==> src/rtl/ysyx_25060170_fetch_unit_if.sv <==
// Fetch unit bus bundle: instruction-memory handshake, decode handoff,
// writeback commit and status. The fetch unit holds the master side. The
// memory/decode/writeback environment holds the slave side.
interface ysyx_25060170_fetch_unit_if;

  // Instruction memory channel
  logic        mem_req_o;
  logic [31:0] mem_addr_o;
  logic        mem_gnt_i;
  logic        mem_rvalid_i;
  logic [31:0] mem_rdata_i;
  logic        mem_err_i;

  // Decode handoff
  logic        inst_valid_o;
  logic        inst_ready_i;
  logic [31:0] pc_o;
  logic [31:0] inst_o;

  // Writeback commit
  logic        commit_valid_i;
  logic [31:0] npc_i;

  // Status
  logic        fetch_err_o;
  logic [31:0] fetch_cnt_o;

  modport master (
    output mem_req_o,
    output mem_addr_o,
    input  mem_gnt_i,
    input  mem_rvalid_i,
    input  mem_rdata_i,
    input  mem_err_i,
    output inst_valid_o,
    input  inst_ready_i,
    output pc_o,
    output inst_o,
    input  commit_valid_i,
    input  npc_i,
    output fetch_err_o,
    output fetch_cnt_o
  );

  modport slave (
    input  mem_req_o,
    input  mem_addr_o,
    output mem_gnt_i,
    output mem_rvalid_i,
    output mem_rdata_i,
    output mem_err_i,
    input  inst_valid_o,
    output inst_ready_i,
    input  pc_o,
    input  inst_o,
    output commit_valid_i,
    output npc_i,
    input  fetch_err_o,
    input  fetch_cnt_o
  );

endinterface

==> src/rtl/ysyx_25060170_fetch_unit.sv <==
// Single-issue instruction fetch unit for a multi-cycle core.
// The unit fetches one instruction and hands it to decode. It then waits
// for writeback to commit that instruction and supply the next PC. At most
// one memory request is ever outstanding. A memory error or a misaligned
// next PC parks the unit in ERR until reset.
module ysyx_25060170_fetch_unit #(
  parameter logic [31:0] RESET_PC = 32'h8000_0000
) (
  input  logic                            clk,
  input  logic                            rst_n,
  ysyx_25060170_fetch_unit_if.master      bus
);

  typedef enum logic [2:0] {
    ST_IDLE  = 3'd0,
    ST_REQ   = 3'd1,
    ST_WAIT  = 3'd2,
    ST_DELIV = 3'd3,
    ST_EXEC  = 3'd4,
    ST_ERR   = 3'd5
  } state_t;

  state_t      state_q;
  logic [31:0] pc_q;
  logic [31:0] inst_q;
  logic [31:0] fetch_cnt_q;
  logic        fetch_err_q;
  logic        mem_req_q;
  logic        inst_valid_q;

  // Control FSM and datapath registers. Each output is a flop. Each flop is
  // updated together with the state transition that needs it, so no input
  // reaches an output combinationally.
  always_ff @(posedge clk) begin
    // NOTE: every register here is sequential state, so it uses non-blocking
    // assignment only. Later statements then see pre-edge values.
    if (!rst_n) begin
      // NOTE: the reset is synchronous and clears every register. This
      // includes the instruction latch, so decode never sees a stale word
      // after reset.
      state_q      <= ST_IDLE;
      pc_q         <= RESET_PC;
      inst_q       <= '0;
      fetch_cnt_q  <= '0;
      fetch_err_q  <= 1'b0;
      mem_req_q    <= 1'b0;
      inst_valid_q <= 1'b0;
    end else begin
      unique case (state_q)
        ST_IDLE: begin
          state_q   <= ST_REQ;
          mem_req_q <= 1'b1;
        end

        // Request and address are held until memory grants. A response in
        // the same cycle as the grant is not looked at here.
        ST_REQ: begin
          if (bus.mem_gnt_i) begin
            state_q   <= ST_WAIT;
            mem_req_q <= 1'b0;
          end
        end

        ST_WAIT: begin
          if (bus.mem_rvalid_i) begin
            if (bus.mem_err_i) begin
              state_q     <= ST_ERR;
              fetch_err_q <= 1'b1;
            end else begin
              state_q      <= ST_DELIV;
              inst_q       <= bus.mem_rdata_i;
              inst_valid_q <= 1'b1;
            end
          end
        end

        // pc_q and inst_q do not change in this state, so the word offered
        // to decode stays stable under backpressure.
        ST_DELIV: begin
          if (bus.inst_ready_i) begin
            state_q      <= ST_EXEC;
            inst_valid_q <= 1'b0;
            fetch_cnt_q  <= fetch_cnt_q + 32'd1;
          end
        end

        // The next PC is taken only here. Commits seen in any other state
        // are dropped.
        ST_EXEC: begin
          if (bus.commit_valid_i) begin
            pc_q <= bus.npc_i;
            if (bus.npc_i[1:0] == 2'b00) begin
              state_q   <= ST_REQ;
              mem_req_q <= 1'b1;
            end else begin
              state_q     <= ST_ERR;
              fetch_err_q <= 1'b1;
            end
          end
        end

        ST_ERR: begin
          state_q      <= ST_ERR;
          mem_req_q    <= 1'b0;
          inst_valid_q <= 1'b0;
          fetch_err_q  <= 1'b1;
        end

        default: begin
          state_q      <= ST_IDLE;
          mem_req_q    <= 1'b0;
          inst_valid_q <= 1'b0;
        end
      endcase
    end
  end

  // Drive the bus from the registers.
  assign bus.mem_req_o    = mem_req_q;
  assign bus.mem_addr_o   = pc_q;
  assign bus.inst_valid_o = inst_valid_q;
  assign bus.pc_o         = pc_q;
  assign bus.inst_o       = inst_q;
  assign bus.fetch_err_o  = fetch_err_q;
  assign bus.fetch_cnt_o  = fetch_cnt_q;

endmodule

==> src/flat_wrapper.sv <==
// flat-port wrapper written by rule: the top's interface ports become plain ports
module ysyx_25060170_fetch_unit_flat 
#(
  parameter logic [31:0] RESET_PC = 32'h8000_0000
)
  (clk, rst_n, bus_mem_req_o, bus_mem_addr_o, bus_mem_gnt_i, bus_mem_rvalid_i, bus_mem_rdata_i, bus_mem_err_i, bus_inst_valid_o, bus_inst_ready_i, bus_pc_o, bus_inst_o, bus_commit_valid_i, bus_npc_i, bus_fetch_err_o, bus_fetch_cnt_o);
  ysyx_25060170_fetch_unit_if bus_i ();
  input  logic clk;
  input  logic rst_n;
  output wire logic [$bits(bus_i.mem_req_o)-1:0] bus_mem_req_o;
  output wire logic [$bits(bus_i.mem_addr_o)-1:0] bus_mem_addr_o;
  input wire logic [$bits(bus_i.mem_gnt_i)-1:0] bus_mem_gnt_i;
  input wire logic [$bits(bus_i.mem_rvalid_i)-1:0] bus_mem_rvalid_i;
  input wire logic [$bits(bus_i.mem_rdata_i)-1:0] bus_mem_rdata_i;
  input wire logic [$bits(bus_i.mem_err_i)-1:0] bus_mem_err_i;
  output wire logic [$bits(bus_i.inst_valid_o)-1:0] bus_inst_valid_o;
  input wire logic [$bits(bus_i.inst_ready_i)-1:0] bus_inst_ready_i;
  output wire logic [$bits(bus_i.pc_o)-1:0] bus_pc_o;
  output wire logic [$bits(bus_i.inst_o)-1:0] bus_inst_o;
  input wire logic [$bits(bus_i.commit_valid_i)-1:0] bus_commit_valid_i;
  input wire logic [$bits(bus_i.npc_i)-1:0] bus_npc_i;
  output wire logic [$bits(bus_i.fetch_err_o)-1:0] bus_fetch_err_o;
  output wire logic [$bits(bus_i.fetch_cnt_o)-1:0] bus_fetch_cnt_o;
  assign bus_mem_req_o = bus_i.mem_req_o;
  assign bus_mem_addr_o = bus_i.mem_addr_o;
  assign bus_i.mem_gnt_i = bus_mem_gnt_i;
  assign bus_i.mem_rvalid_i = bus_mem_rvalid_i;
  assign bus_i.mem_rdata_i = bus_mem_rdata_i;
  assign bus_i.mem_err_i = bus_mem_err_i;
  assign bus_inst_valid_o = bus_i.inst_valid_o;
  assign bus_i.inst_ready_i = bus_inst_ready_i;
  assign bus_pc_o = bus_i.pc_o;
  assign bus_inst_o = bus_i.inst_o;
  assign bus_i.commit_valid_i = bus_commit_valid_i;
  assign bus_i.npc_i = bus_npc_i;
  assign bus_fetch_err_o = bus_i.fetch_err_o;
  assign bus_fetch_cnt_o = bus_i.fetch_cnt_o;
  ysyx_25060170_fetch_unit #(.RESET_PC(RESET_PC)) u_core (.clk(clk), .rst_n(rst_n), .bus(bus_i));
endmodule
==> config.mk <==
export PLATFORM = sky130hd
export DESIGN_NAME = ysyx_25060170_fetch_unit_flat
export DESIGN_NICKNAME = d
export VERILOG_FILES = /design/src/rtl/ysyx_25060170_fetch_unit_if.sv /design/src/rtl/ysyx_25060170_fetch_unit.sv /design/src/flat_wrapper.sv
export SDC_FILE = /design/constraint.sdc
export NUM_CORES = 1
export LEC_CHECK = 0
export BUFFER_PORTS_ARGS = -buffer_cell sky130_fd_sc_hd__buf_2
export CAP_MARGIN = 40
export CORE_MARGIN = 3
export CORE_UTILIZATION = 47
export CTS_BUF_LIST = sky130_fd_sc_hd__clkbuf_16
export DETAILED_ROUTE_END_ITERATION = 12
export GPL_TIMING_DRIVEN = 0
export PLACE_DENSITY = 0.81
export SYNTH_ARGS = -nofsm -noshare
export SYNTH_HDL_FRONTEND = slang
export SYNTH_SLANG_ARGS = --single-unit
==> constraint.sdc <==
create_clock -name clk -period 2.31 [get_ports clk]
set_input_delay 0.231 -clock clk [delete_from_list [all_inputs] [get_ports clk]]
set_output_delay 0.231 -clock clk [all_outputs]
set_load 0.01 [all_outputs]
==> results of run 1 <==
[synthesized netlist by cell type, drive strengths merged, types with 5 or more instances]
| cell type | instances | share of area (%) |
|---|---|---|
| inv | 9 | 0.78 |
| dfxtp | 102 | 47 |
| o31ai | 9 | 1.6 |
| o21ai | 12 | 1.4 |
| nor4 | 8 | 1.2 |
| buf | 35 | 5.9 |
| mux2i | 7 | 1.6 |
| nand2 | 147 | 13 |
| nor2 | 14 | 1.2 |
| nand4 | 8 | 1.3 |
| nand2b | 9 | 1.3 |
| or3 | 10 | 1.4 |
| clkbuf | 32 | 2.8 |
| nand3 | 10 | 1.2 |
| or4 | 13 | 2.3 |
| xnor2 | 5 | 1.0 |
| a21oi | 88 | 10 |
[where the power goes]
group          leakage (uW)  switching [uW]  internal, uW
Sequential         0.000823            17.8          1780
Clock              0.000125             667           723
Combinational       0.00163             155           111
[layout make-up]
class | instances | area (um2)
buffer | 67 | 375
inverter | 9 | 33.8
sequential | 102 | 2040
multi-input combinational | 367 | 1890
fill | 800 | 3070
clock inverter | 6 | 40.0
timing repair buffer | 205 | 1040
tap | 108 | 135
clock buffer | 9 | 225
[metal layers]
| layer | part of all wire, % | vias to the layer above | GRT usage (%) |
|---|---|---|---|
| met3 | 6.8 | 20 | 5.46 |
| met4 | 1.8 | 0 | 7.37 |
| met2 | 50 | 150 | 40.1 |
| li1 | - | 2248 | - |
| met1 | 41 | 2109 | 28.3 |
| met5 | 0 | - | 0 |
[state kept, by name, indices dropped and copies added, names as in the netlist]
signal,cells
u_core.bus.fetch_cnt_o,32
u_core.bus.inst_o,32
u_core.bus.mem_addr_o,32
u_core.state_q,3
u_core.bus.fetch_err_o,1
u_core.bus.inst_valid_o,1
u_core.bus.mem_req_o,1
[layout by cell type (no fill, tap or decap), types with 12 or more instances in the layout]
cell type / count
or4_1: 12
nor2_1: 14
dfxtp_1: 102
clkbuf_1: 32
buf_2: 204
a21oi_1: 88
o21ai_0: 12
buf_4: 35
nand2_1: 147
[worst max-delay path, stage by stage, from the launching register on]
cell	delay [ns]
dfxtp_1	0.41
nand4_1	0.26
or3_1	0.43
clkbuf_1	0.18
buf_2	0.22
nor3b_1	0.31
mux2i_1	0.23
[logic make-up after synthesis]
logic type	count (synthesis)	synth area share, %
fa+ha+maj	1	0.289
xor+xnor	8	1.62
compound gates	118	14.8
buf+inv	76	9.45
simple gates	233	25.0
mux	7	1.62
flops	102	47.2
[path summary, 6_finish.rpt]
path | from | to | slack (ns)
max | u_core.bus.fetch_cnt_o[6] | u_core.bus.fetch_cnt_o[23] | 0.18
min | bus_npc_i[31] | u_core.bus.mem_addr_o[31] | 0.12
max reg2reg | u_core.bus.fetch_cnt_o[6] | u_core.bus.fetch_cnt_o[23] | 0.18
min reg2reg | u_core.bus.inst_o[21] | u_core.bus.inst_o[21] | 0.45
[per-stage QoR]
stage          area (um2)  worst slack [ns]  hold WS, ns
4_1_cts              5750            0.0379        0.112
3_5_place_dp         5480            0.0868        0.445
6_report             5780             0.180        0.116
3_3_place_gp         5470             0.189        0.440
5_1_grt              5780            0.0204        0.123
2_1_floorplan        4330             0.415        0.355
[repair_timing]
| action | in CTS | in global routing |
|---|---|---|
| setup buffers | 0 | 3 |
| resized for setup | 0 | 2 |
| endpoints found under the hold margin | 0 | 0 |
| endpoints found under the setup margin | 0 | 33 |
==> flow_metrics.py, run 1 <==
metrics = {
    "sta": {
        "fin_crit_ns": 2.13,
        "fmaxAchievable_mhz": 469,
        "fin_skew_ns": 0.00735,
        "tns_ns": 0,
        "maxSlewViolCount": 0,
        "rsz0062_at_grt": "false",
        "hold_violations": 0,
        "relSlewSlack_pct": 62.9,
        "post-route-period-util_pct": 92.2,
        "worst_pin_slew_ns": 0.552,
        "setup_viol": 0,
    },
    "floorplanning": {
        "die_h_um": 102,
        "die-area_mm2": 0.0104,
        "die_x_um": 102,
        "num_rows": 34,
        "io-pin-count": 202,
        "initial_core_util_pct": 48.9,
        "core_mm2": 0.00885,
    },
    "worst_setup_path": {
        "r2r_cells": 6,
        "arrival_ns": 2.39,
        "critPathLaunchType": "register",
        "cp_max_fo": 10,
        "critical_path_class": "reg -> reg",
        "endpoint_kind": "register",
        "worstPathRequired_ns": 2.57,
    },
    "logic_synthesis": {
        "seq_area_frac_synth_pct": 47.2,
        "syn_nets": 617,
        "syn-instance-count": 545,
        "synth-seq-cells": 102,
        "ys_async_sr_fraction_pct": 0,
        "synth_cell_type_count": 37,
        "syn_area_per_cell_um2": 7.94,
        "synth_top_flop_cell": "dfxtp_1",
        "yosys_warnings": 0,
        "synth_edf_count": 0,
        "synth_area_mm2": 0.00433,
    },
    "grt": {
        "track_usage_pct": 23.1,
        "grt_pass1_vias": 4107,
        "grt-ovfl-total": 0,
        "antenna_found_initial": 0,
        "grt_max_degree": 17,
        "grt_pass1_wl_mm": 19.4,
    },
    "power_and_ir_drop": {
        "ir_drop_mv": 0.430,
        "p_leak_uw": 0.00258,
        "finalPower_uw": 3460,
        "powerDensity_mw_per_mm2": 598,
    },
    "layout": {
        "drive_gt1_share_pct": 33.7,
        "finalCoreUtilization_pct": 65.3,
        "syn_to_final_growth_pct": 33.5,
        "fin_nets": 833,
        "final_cells": 873,
        "diodes": 0,
    },
    "place": {
        "hpwlAfterDp_mm": 9.61,
        "port_buffers": 201,
        "gp_congestion": 0.823,
        "dp_cells": 855,
    },
    "job": {
        "cap_violations": 0,
    },
    "clock_tree": {
        "clockRootBuffer": "clkbuf_16",
        "path_clk_slew_ns": 0.07,
        "ctsHoldBuffers": 0,
        "clk_latency_ns": 0.34,
        "cts_buffers": 9,
        "cts_buffer_depth": 2,
        "cts_tree": "done",
        "cts_htree_levels": 3,
        "clkSinkCount": 102,
    },
    "route": {
        "ant_nets": 0,
        "drt_iter0_markers": 122,
        "vias": 4527,
        "routed_wl_mm": 12.5,
        "viasPerCell": 5.19,
        "drt_pass1_iterations": 4,
        "wire_per_inst_um": 14.4,
        "drc_errors": 0,
    },
    "outcome": {
        "status": "finished clean",
    },
    "hold_path": {
        "worstHoldPathCells": 3,
        "hp-class": "in -> reg",
    },
}
(Power assumes the default switching activity.)
==> run 2: changes to the inputs <==
--- a/config.mk
+++ b/config.mk
@@ -8,11 +8,10 @@
 export BUFFER_PORTS_ARGS = -buffer_cell sky130_fd_sc_hd__buf_2
 export CAP_MARGIN = 40
 export CORE_MARGIN = 3
-export CORE_UTILIZATION = 47
-export CTS_BUF_LIST = sky130_fd_sc_hd__clkbuf_16
+export CORE_UTILIZATION = 40
 export DETAILED_ROUTE_END_ITERATION = 12
 export GPL_TIMING_DRIVEN = 0
-export PLACE_DENSITY = 0.81
+export PLACE_DENSITY = 0.7
 export SYNTH_ARGS = -nofsm -noshare
 export SYNTH_HDL_FRONTEND = slang
 export SYNTH_SLANG_ARGS = --single-unit
==> run 2 against run 1 <==
Net effect: via count decreased by 0.97%; first-iteration DRC count increased by 120%; highest routed layer unchanged; maximum frequency decreased by 0.43%; clock skew increased by 0.0040 ns; hold slack got worse by 0.030 ns; design area decreased by 0.41%.
==> flow_metrics.py, run 2 (synthesized netlist as in run 1, its figures left out) <==
metrics = {
    "layout": {
        "ff_latch_area_mm2": 0.00204,
        "multi_input_area_mm2": 0.00189,
        "final_cell_mix": "204 x buf_2, 147 x nand2_1, 102 x dfxtp_1",
        "fin_nets": 832,
        "drive_gt1_share_pct": 33.6,
        "final_common_cell": "buf_2",
        "syn_to_final_growth_pct": 32.9,
        "diodes": 0,
        "fillCellCount": 995,
    },
    "clock_tree": {
        "clockRootBuffer": "clkbuf_8",
        "cts_tree": "done",
        "clkSinkCount": 102,
        "cts_buffers": 9,
        "cts_htree_levels": 3,
        "cts_buffer_depth": 2,
        "clk_latency_ns": 0.36,
        "path_clk_slew_ns": 0.09,
    },
    "worst_setup_path": {
        "endpoint_kind": "register",
        "crit_path_end": "u_core.bus.fetch_cnt_o[22]",
        "r2r-start": "u_core.bus.fetch_cnt_o[6]",
        "reg2reg_slack_ns": 0.17,
        "crit_chain": "nand4_1 > or3_1 > clkbuf_1 > buf_2 > nor4_1 > mux2i_1",
        "critical_path_class": "reg -> reg",
        "r2r_cells": 6,
        "reg2reg_to": "u_core.bus.fetch_cnt_o[22]",
        "arrival_ns": 2.43,
        "slowest_stage": "dfxtp_1",
        "critPathLaunchType": "register",
        "slowest_delay_ns": 0.43,
        "worstPathRequired_ns": 2.60,
        "cp_max_fo": 10,
        "cp-startpoint": "u_core.bus.fetch_cnt_o[6]",
    },
    "place": {
        "port_buffers": 201,
        "hpwlAfterDp_mm": 9.62,
        "gp_congestion": 0.848,
    },
    "route": {
        "ant_nets": 0,
        "drc_errors": 0,
        "vias": 4483,
        "viasPerCell": 4.98,
        "drt_iter0_markers": 274,
        "drt_pass1_iterations": 7,
        "wire_per_inst_um": 13.8,
        "routed_wl_mm": 12.5,
    },
    "grt": {
        "grt_use_met3_pct": 6.70,
        "gr-usage-met1_pct": 23.6,
        "grt-ovfl-total": 0,
        "busiest_layer": "met2",
        "antenna_found_initial": 0,
        "grt_pass1_vias": 4060,
        "track_usage_pct": 19.9,
        "met2_usage_pct": 34.1,
        "grt_max_degree": 17,
        "grt_pass1_wl_mm": 19.0,
    },
    "power_and_ir_drop": {
        "ir_drop_mv": 0.356,
        "p_seq_share_pct": 54.9,
        "finalPower_uw": 3280,
        "clock_power_share_pct": 37.0,
        "power.internal_uw": 2510,
        "switching_share_pct": 23.4,
        "powerDensity_mw_per_mm2": 569,
        "p_sw_uw": 766,
        "p_leak_uw": 0.00256,
        "pwr-share-comb_pct": 8.0,
    },
    "floorplanning": {
        "die-area_mm2": 0.0121,
        "io-pin-count": 202,
        "num_rows": 37,
        "die_x_um": 110,
        "core_mm2": 0.0104,
        "die_h_um": 110,
        "initial_core_util_pct": 41.6,
    },
    "sta": {
        "hold_violations": 0,
        "post-route-period-util_pct": 92.6,
        "rsz0062_at_grt": "true",
        "fmaxAchievable_mhz": 467,
        "maxSlewViolCount": 0,
        "worst_pin_slew_ns": 0.519,
        "timing.hold.ws_ns": 0.0859,
        "relSlewSlack_pct": 65.4,
        "fin_crit_ns": 2.14,
        "setup_viol": 0,
        "fin_skew_ns": 0.0114,
    },
    "outcome": {
        "status": "finished clean",
    },
    "job": {
        "cap_violations": 0,
    },
    "hold_path": {
        "hp-class": "in -> reg",
        "worstHoldPathCells": 3,
    },
}
## run 2: cell count changes in the layout (fill, tap and decap cells not counted), sizes merged
| cell | previous run | this run |
|---|---|---|
| clkinvlp | 3 | 0 |
| buf | 239 | 238 |
| clkinv | 1 | 2 |
| bufinv | 0 | 2 |
| clkbuf | 41 | 43 |
| inv | 11 | 10 |
## run 2: timing repair
item / 4_1_cts / 5_1_grt
resized for setup: 0 / 2
setup endpoints to repair: 0 / 34
hold buffers: 0 / 0
buffers inserted: 0 / 2
## run 2: worst max-delay path, delay by kind of cell (launching register included)
family / cells / cell delay [ns]
mux: 1 / 0.22
simple gates: 3 / 1.01
flops: 1 / 0.43
buf+inv: 2 / 0.42
## run 2: layout make-up
| type | instances | area share, % |
|---|---|---|
| plain buffers | 67 | 6.52 |
| clock buffers | 11 | 2.28 |
| clock inverters | 5 | 1.43 |
| inverters | 9 | 0.587 |
| multi-input cells | 367 | 32.8 |
| flip-flops and latches | 102 | 35.5 |
| well taps | 136 | 2.96 |
| repair buffers | 204 | 17.9 |
## run 2: power by group through the flow
stage	Clock [uW]	Combinational [uW]	Sequential, uW
after floorplan	0	125	1850
after global placement	0	256	1840
after detailed placement	0	261	1840
after CTS	1260	263	1800
after global routing	1330	294	1800
final	1210	263	1800
## run 2: worst min path at each step
stage                               start                         to  slack [ns]
finish                      bus_npc_i[31]  u_core.bus.mem_addr_o[31]        0.09
global route                bus_npc_i[31]  u_core.bus.mem_addr_o[31]        0.07
CTS                         bus_npc_i[31]  u_core.bus.mem_addr_o[31]        0.07
detailed placement  u_core.bus.inst_o[15]      u_core.bus.inst_o[15]        0.45
global placement    u_core.bus.inst_o[17]      u_core.bus.inst_o[17]        0.44
floorplan                   bus_npc_i[31]  u_core.bus.mem_addr_o[31]        0.36
## run 2: routing by layer
| metal | vias up | routed length [um] |
|---|---|---|
| li1 | 2249 | - |
| met1 | 2083 | 5030 |
| met2 | 136 | 6240 |
| met3 | 15 | 970 |
| met4 | 0 | 204 |
| met5 | - | 0 |
## run 2: metrics by stage
stage          setup slack [ns]  TNS, ns  cells  util, %  instance area (um2)
2_1_floorplan             0.415        0    545        -                 4330
3_3_place_gp             0.0911        0    882     52.9                 5510
3_5_place_dp             0.0502        0    883     52.9                 5520
4_1_cts                  0.0234        0    899     55.0                 5730
5_1_grt                 -0.0347  -0.0347    901     55.3                 5760
6_report                  0.171        0    901     55.3                 5760
==> run 3: changes to the inputs <==
--- a/config.mk
+++ b/config.mk
@@ -11,7 +11,7 @@
 export CORE_UTILIZATION = 40
 export DETAILED_ROUTE_END_ITERATION = 12
 export GPL_TIMING_DRIVEN = 0
-export PLACE_DENSITY = 0.7
+export PLACE_DENSITY = 0.78
 export SYNTH_ARGS = -nofsm -noshare
 export SYNTH_HDL_FRONTEND = slang
 export SYNTH_SLANG_ARGS = --single-unit
==> run 3 against run 2 <==
Net effect: clock power about the same; first-iteration DRC count increased by 10%; hold slack got worse by 0.0086 ns; design area increased by 0.13%; utilization increased by 0.072 points; combinational power about the same; routed wire length decreased by 4.0%; flip-flop and latch count unchanged; clock skew decreased by 0.0014 ns; clock-buffer cell count decreased by 2; largest cell class unchanged; largest power group unchanged.
==> flow_metrics.py, run 3 (synthesized netlist as in run 1, its figures left out) <==
metrics = {
    "sta": {
        "worst_pin_slew_ns": 0.641,
        "maxSlewViolCount": 0,
        "hold_violations": 0,
        "relSlewSlack_pct": 57.3,
        "timing.hold.ws_ns": 0.0773,
        "fin_crit_ns": 2.14,
        "setup_viol": 0,
        "fin_skew_ns": 0.00995,
        "tns_ns": 0,
        "post-route-period-util_pct": 92.6,
        "fmaxAchievable_mhz": 467,
    },
    "worst_setup_path": {
        "cp_num_cells": 5,
        "reg2reg_slack_ns": 0.17,
        "endpoint_kind": "register",
        "reg2reg_to": "u_core.bus.fetch_cnt_o[25]",
        "critPathBufInv": 1,
        "r2r_cells": 5,
        "slowest_stage": "or4_4",
        "crit_path_end": "u_core.bus.fetch_cnt_o[25]",
        "crit_chain": "nand4_1 > buf_4 > or4_4 > or4_1 > a21oi_1",
        "critPathLaunchType": "register",
        "cp_max_fo": 6,
        "arrival_ns": 2.43,
        "r2r-start": "u_core.bus.fetch_cnt_o[6]",
        "critical_path_class": "reg -> reg",
        "cp-startpoint": "u_core.bus.fetch_cnt_o[6]",
        "slowest_delay_ns": 0.53,
        "worstPathRequired_ns": 2.61,
        "critPathTopFamily": "simple AND/OR/NAND/NOR gates",
    },
    "clock_tree": {
        "ctsHoldBuffers": 0,
        "cts_buffer_depth": 2,
        "cts_tree": "done",
        "clkSinkCount": 102,
        "clk_latency_ns": 0.36,
        "cts_buffers": 9,
        "clockRootBuffer": "clkbuf_8",
        "path_clk_slew_ns": 0.11,
        "cts_htree_levels": 3,
    },
    "grt": {
        "grt_pass1_wl_mm": 18.3,
        "grt_max_degree": 20,
        "track_usage_pct": 19.1,
        "antenna_found_initial": 0,
        "grt_pass1_vias": 3809,
        "grt-ovfl-total": 0,
    },
    "hold_path": {
        "hp-class": "in -> reg",
    },
    "layout": {
        "final_cell_mix": "204 x buf_2, 147 x nand2_1, 101 x dfxtp_1",
        "final_common_cell": "buf_2",
        "fin_nets": 834,
        "final_area_mm2": 0.00576,
        "diodes": 0,
        "fillCellCount": 1023,
        "syn_to_final_growth_pct": 33.1,
        "drive_gt1_share_pct": 34.0,
        "multi_input_area_mm2": 0.00188,
        "ff_latch_area_mm2": 0.00204,
    },
    "floorplanning": {
        "die-area_mm2": 0.0121,
        "io-pin-count": 202,
        "initial_core_util_pct": 41.6,
        "die_x_um": 110,
        "die_h_um": 110,
        "core_mm2": 0.0104,
        "num_rows": 37,
    },
    "route": {
        "vias": 4405,
        "drt_iter0_markers": 302,
        "routed_wl_mm": 12.0,
        "drc_errors": 0,
        "viasPerCell": 4.88,
        "wire_per_inst_um": 13.2,
        "ant_nets": 0,
        "drt_pass1_iterations": 4,
    },
    "job": {
        "cap_violations": 0,
    },
    "power_and_ir_drop": {
        "clock_power_share_pct": 36.8,
        "p_sw_uw": 837,
        "power.internal_uw": 2420,
        "powerDensity_mw_per_mm2": 566,
        "ir_drop_mv": 0.252,
        "pwr-share-comb_pct": 8.0,
        "p_leak_uw": 0.00257,
        "p_seq_share_pct": 55.2,
        "switching_share_pct": 25.7,
    },
    "outcome": {
        "status": "finished clean",
    },
    "place": {
        "hpwlAfterDp_mm": 9.06,
        "gp_congestion": 0.814,
        "port_buffers": 201,
        "placed_cell_area_mm2": 0.00552,
    },
}
-- run 3: layer usage --
metal  track usage (%)  wire (um)  up-vias
met5                 0          0        -
met4              5.79        141        0
met3              5.47        905       10
met2              31.8       5890      141
met1              23.9       5020     1995
li1                  -          -     2259
-- run 3: repair_timing --
action                                  in CTS  in global routing
buffers inserted                             0                  4
gates resized for setup                      0                  2
endpoints found under the setup margin       0                 33
-- run 3: worst min-delay path by stage --
stage,startpoint,end,slack (ns),cells past startpoint
global route,bus_npc_i[4],u_core.bus.mem_addr_o[4],0.06,3
CTS,bus_mem_rdata_i[7],u_core.bus.inst_o[7],0.05,3
global placement,u_core.bus.inst_o[27],u_core.bus.inst_o[27],0.44,2
finish,bus_mem_rdata_i[14],u_core.bus.inst_o[14],0.08,3
detailed placement,u_core.bus.inst_o[13],u_core.bus.inst_o[13],0.44,2
floorplan,bus_npc_i[31],u_core.bus.mem_addr_o[31],0.36,2
-- run 3: layout make-up --
| cell class | count | area share [%] |
|---|---|---|
| tap | 136 | 2.95 |
| timing repair buffer | 206 | 18.2 |
| buffer | 67 | 6.51 |
| sequential | 102 | 35.5 |
| inverter | 9 | 0.586 |
| multi-input combinational | 367 | 32.7 |
| clock inverter | 7 | 1.52 |
| clock buffer | 9 | 2.15 |
-- run 3: per-stage QoR --
step | total power (uW) | util (%) | cells | setup slack, ns
floorplan | 1970 | - | 545 | 0.415
global placement | 2100 | 52.9 | 882 | 0.0733
detailed placement | 2100 | 52.9 | 883 | 0.0445
CTS | 3300 | 55.0 | 899 | 0.0331
global route | 3390 | 55.3 | 903 | -0.0291
finish | 3260 | 55.3 | 903 | 0.171
-- run 3: power by group through the flow --
stage | sequential, uW | clock, uW | combinational [uW]
floorplan | 1850 | 0 | 125
global placement | 1840 | 0 | 258
detailed placement | 1840 | 0 | 260
CTS | 1800 | 1240 | 261
global route | 1800 | 1300 | 293
finish | 1800 | 1200 | 260
-- run 3: worst register-to-register path, stage by stage (launching register included) --
cell and delay (ns):
dfxtp_1 0.43, nand4_1 0.26, buf_4 0.23, or4_4 0.53
or4_1 0.48, a21oi_1 0.14
